**config.mk**
```make
export PLATFORM = sky130hd
export DESIGN_NAME = hc_symbol_hist
export DESIGN_NICKNAME = d
export VERILOG_FILES = /design/src/rtl/hc_symbol_hist_pkg.sv /design/src/rtl/hc_symbol_hist.sv
export SDC_FILE = /design/constraint.sdc
export NUM_CORES = 1
export LEC_CHECK = 0
export BUFFER_PORTS_ARGS = -buffer_cell sky130_fd_sc_hd__buf_4
export CORE_MARGIN = 3
export CORE_UTILIZATION = 35
export DETAILED_ROUTE_END_ITERATION = 6
export MAX_ROUTING_LAYER = met4
export PLACE_DENSITY_LB_ADDON = 0.3
export SYNTH_ARGS = -nofsm -noshare
export SYNTH_HDL_FRONTEND = slang
export SYNTH_SLANG_ARGS = --single-unit
```
**constraint.sdc**
```tcl
create_clock -name clk -period 2.8 [get_ports clk]
set_input_delay 0.28 -clock clk [delete_from_list [all_inputs] [get_ports clk]]
set_output_delay 0.28 -clock clk [all_outputs]
set_load 0.005 [all_outputs]
```
**src/rtl/hc_symbol_hist_pkg.sv**
```systemverilog
// Shared Huffman-coding package.
// Symbol alphabet bounds, lane widths shared with the descending-sort stage,
// and the histogram state encoding.
package hc_symbol_hist_pkg;

    localparam int SYM_MIN = 1;
    localparam int SYM_MAX = 6;
    localparam int NUM_SYM = 6;
    localparam int DAT_W   = 8;
    localparam int TAG_W   = 3;

    typedef enum logic {
        COUNT = 1'b0,
        HOLD  = 1'b1
    } hist_state_e;

    // True when d is a gray level the histogram counts.
    function automatic logic sym_legal(input logic [DAT_W-1:0] d);
        return (d >= DAT_W'(SYM_MIN)) && (d <= DAT_W'(SYM_MAX));
    endfunction

endpackage

```
**src/rtl/hc_symbol_hist.sv**
```systemverilog
// Symbol histogram: counts occurrences of gray levels 1..6 over NUM_SAMPLES
// legal samples, then holds the six counts (with fixed tags 1..6) until the
// consumer acknowledges, clears, and starts the next frame.
//
// Ports:
//   clk, reset            clock, asynchronous active-high reset
//   gray_valid/gray_data  input symbol stream; gray_ready high while counting
//   hist_valid/hist_ready completed frame handshake toward the sort stage
//   cnt1..cnt6            saturating occurrence counts for symbols 1..6
//   sym1..sym6            constant lane tags 1..6
//   err_sym               sticky: an illegal symbol arrived in this frame
module hc_symbol_hist
    import hc_symbol_hist_pkg::*;
#(
    parameter int NUM_SAMPLES = 100,
    parameter int CNT_W       = 8
) (
    input  logic             clk,
    input  logic             reset,
    input  logic             gray_valid,
    input  logic [DAT_W-1:0] gray_data,
    output logic             gray_ready,
    output logic             hist_valid,
    input  logic             hist_ready,
    output logic [CNT_W-1:0] cnt1,
    output logic [CNT_W-1:0] cnt2,
    output logic [CNT_W-1:0] cnt3,
    output logic [CNT_W-1:0] cnt4,
    output logic [CNT_W-1:0] cnt5,
    output logic [CNT_W-1:0] cnt6,
    output logic [TAG_W-1:0] sym1,
    output logic [TAG_W-1:0] sym2,
    output logic [TAG_W-1:0] sym3,
    output logic [TAG_W-1:0] sym4,
    output logic [TAG_W-1:0] sym5,
    output logic [TAG_W-1:0] sym6,
    output logic             err_sym
);

    hist_state_e state_q, state_d;
    logic [7:0]  smp_q;
    logic [NUM_SYM-1:0][CNT_W-1:0] cnt_q;
    logic        accept, legal, take, last, clr;

    // Both handshake outputs decode the state register directly, so they
    // are glitch-free registered signals.
    assign gray_ready = (state_q == COUNT);
    assign hist_valid = (state_q == HOLD);

    assign accept = gray_valid && gray_ready;
    assign legal  = sym_legal(gray_data);
    assign take   = accept && legal;
    // Illegal symbols do not advance the sample counter, so only a legal
    // accept can close the frame.
    assign last   = take && (smp_q == 8'(NUM_SAMPLES - 1));
    assign clr    = hist_valid && hist_ready;

    for (genvar k = 0; k < NUM_SYM; k++) begin : g_lane
        logic             inc;
        logic [CNT_W-1:0] cnt_r;

        assign inc = take && (gray_data == DAT_W'(k + 1));

        always_ff @(posedge clk or posedge reset) begin
            if (reset)
                cnt_r <= '0;
            else if (clr)
                cnt_r <= '0;
            else if (inc && (cnt_r != {CNT_W{1'b1}}))
                cnt_r <= cnt_r + CNT_W'(1);
        end

        assign cnt_q[k] = cnt_r;
    end

    always_ff @(posedge clk or posedge reset) begin
        if (reset) begin
            state_q <= COUNT;
            smp_q   <= '0;
            err_sym <= 1'b0;
        end else begin
            state_q <= state_d;
            if (clr) begin
                smp_q   <= '0;
                err_sym <= 1'b0;
            end else begin
                if (take)
                    smp_q <= smp_q + 8'd1;
                if (accept && !legal)
                    err_sym <= 1'b1;
            end
        end
    end

    always_comb begin
        state_d = state_q;
        case (state_q)
            COUNT:   if (last)       state_d = HOLD;
            HOLD:    if (hist_ready) state_d = COUNT;
            default: state_d = COUNT;
        endcase
    end

    assign cnt1 = cnt_q[0];
    assign cnt2 = cnt_q[1];
    assign cnt3 = cnt_q[2];
    assign cnt4 = cnt_q[3];
    assign cnt5 = cnt_q[4];
    assign cnt6 = cnt_q[5];

    assign sym1 = TAG_W'(1);
    assign sym2 = TAG_W'(2);
    assign sym3 = TAG_W'(3);
    assign sym4 = TAG_W'(4);
    assign sym5 = TAG_W'(5);
    assign sym6 = TAG_W'(6);

endmodule

```
==> run metrics <==
outcome complete, but fails checks; failing checks negative hold slack; Power Total 1.91 mW; pwr dens 449 mW/mm2; Layout Cells excl Fill 572; core area 0.00942 mm2; Post-Synth Adder-Cell Area 2.54%; Starting Density 36.6%; Resize count post-CTS 0; CP Max Fanout 15; Post-synth top cells 58 x dfrtp_1, 31 x a21oi_1, 28 x nand2_1, 27 x o31ai_1; Root Driver clkbuf_8; Final Hold Fails 13; Die W 105 um; Achievable Freq 424 MHz; global-route wire length before repair 14900 um; fraction of synthesized cell area in xor and xnor cells 0%; WHS -12.3 ps; initial drt markers 119; ys async rst share 100%; ant diodes 0; CTS tree yes; Vias/cell 5.63; WL/cell 15.6 um; worst slew pin tran 1180 ps; post-synthesis mux area share 2.03%; design area 0.00425 mm2; DIE HEIGHT 105 um; Worst Setup SP hist_valid$_DFF_PP0_; Crit Reg-Reg Startpoint hist_valid$_DFF_PP0_; Overflow after GRT 0; Max IR drop VDD 0.237 mV; Crit. End Element register; DP Wirelength 6240 um; Fill cells 927; Synth Area in Compound Gates 18.4%; RSZ-0062 raised after global routing no; Post-Synth Simple-Gate Area 27.9%; Ys Warns 0; RR Endpoint cnt1[5]$_DFFE_PP0P_; LEAKAGE 1.82 nW; gpl congestion 0.807; Slew Limit Fails 0; Cell Area, Placed 0.00401 mm2; max cap viols 0; post-synth top area cell dfrtp_1; Synth top area share 42.2%; vias 3221; H-tree lvl count 3; FF+latch count, synth 58; Hold Buf Count CTS 0; FF-to-FF setup slack 440 ps; Synth Instances 375; Util after Layout 45.1%; FF+latch area 0.00145 mm2; vias in the first global route 3042; initial antenna violation count 0; Tot GR Track Use 17.0%; ranking of synthesized cells by area dfrtp_1 42%, o31ai_1 5.9%, or4_1 5.0%; Crit Path Class register to register; Layout Nets 457; DRC Markers 0; clock-pin slew on the worst setup and hold paths 70 ps; crit path time final 2360 ps; most common cell in the synthesized netlist dfrtp_1; Skew-Pair Late Insertion Delay 350 ps; sequential-to-total area share from yosys stat 42.2%; CTS sink count 58; main flop type after synthesis dfrtp_1; largest family of logic cells by synthesized area simple AND/OR/NAND/NOR gates; Post-synth EDFFs 0; PortBufs 62; DP Cell Count 556; Worst Path Arrival 2620 ps; Synth cell types 45; TritonCTS buffer count 9; die area 0.0111 mm2; Required @ worst endpoint 3060 ps; layout cells sized above 1 21.4%; total negative slack 0 ps; Worst setup endpoint cnt1[5]$_DFFE_PP0P_; largest net degree at the start of global routing 59; Clock Path Buffers 2; Area Growth Syn to Fin 23.4%; Hold WC Path Type primary input to asynchronous set/reset pin; overall routed net length 8950 um; Mean Syn Cell Area 9.18 um2; Worst Skew 4.67 ps; crit share post-route 84.3%; Std-Cell Rows 35; Slew Limit Headroom 20.2%; Syn Std Cell Area 0.00344 mm2; Top Ports 81; Setup crit start kind register; ANT nets after route 0; TritonRoute pass-1 iters 4; Final setup viols 0; Post-CTS Setup Inserts 0; worst r2r path cells 4; area of the multi-input gates 0.00182 mm2
==> layout by cell type (no fill, tap or decap), drive strengths merged, types with 3 or more instances in the layout <==
cell type and count:
mux2i 7, o311ai 4, nand3 23, nor4 4
dfrtp 58, nand2b 6, ha 7, and2 6
nor2 6, a21oi 31, o31ai 27, nand2 28
and3 7, buf 72, inv 7, or3 13
or4b 3, nor3 12, o21ai 14, clkbuf 12
o41ai 3, or4 24, nand4 12, o211ai 11
conb 18, and4 6, a31oi 3
==> stage by stage <==
step / hold slack [ps] / setup slack [ps]
after floorplan: 389 / 569
after global placement: 379 / 495
after detailed placement: 378 / 459
after CTS: 5.23 / 448
after global routing: 12.4 / 338
final: -12.3 / 439
==> worst min path at each step <==
stage,cells past startpoint,from,end
floorplan,1,hist_ready,hist_valid$_DFF_PP0_
global placement,3,reset,cnt1[0]$_DFFE_PP0P_
detailed placement,3,reset,err_sym$_DFFE_PP0P_
CTS,3,reset,err_sym$_DFFE_PP0P_
global route,3,reset,cnt3[7]$_DFFE_PP0P_
finish,3,reset,cnt3[5]$_DFFE_PP0P_
==> cells by family after synthesis <==
kind of cell	Yosys count
compound gates	98
fa+ha+maj	7
buf+inv	43
flops	58
mux	7
other cells	2
simple gates	160
==> metal layers <==
layer  part of all wire, %  vias to the layer above  global-route usage (%)
met3                   5.5                       14                    4.26
li1                      -                     1549                       -
met4                   2.1                        0                    5.90
met2                    46                      103                    26.2
met5                     0                        -                       -
met1                    46                     1555                    21.8
==> power breakdown <==
| part | switching, mW | internal [mW] | leakage [nW] |
|---|---|---|---|
| logic | 0.0725 | 0.0457 | 0.897 |
| clock network | 0.348 | 0.572 | 0.119 |
| registers | 0.0168 | 0.852 | 0.801 |
==> sequential cells by signal (all words and copies together), names as in the netlist <==
signal      count
cnt1            8
cnt2            8
cnt3            8
cnt4            8
cnt5            8
cnt6            8
err_sym         1
hist_valid      1
smp_q           8
==> worst max-delay path: stages, from the launching register on <==
cell,delay (ps)
dfrtp_1,430
or4b_4,560
or4_4,630
or4_1,490
a21oi_1,160
==> cell type report <==
type,instances,share of cell area (%)
Clock buffer,12,3.89
Sequential cell,58,34.1
Clock inverter,4,1.71
Multi-Input combinational cell,290,42.8
Tap cell,129,3.80
Timing Repair Buffer,72,13.0
Inverter,7,0.618
No activity file was read; power rests on OpenSTA's default activity.
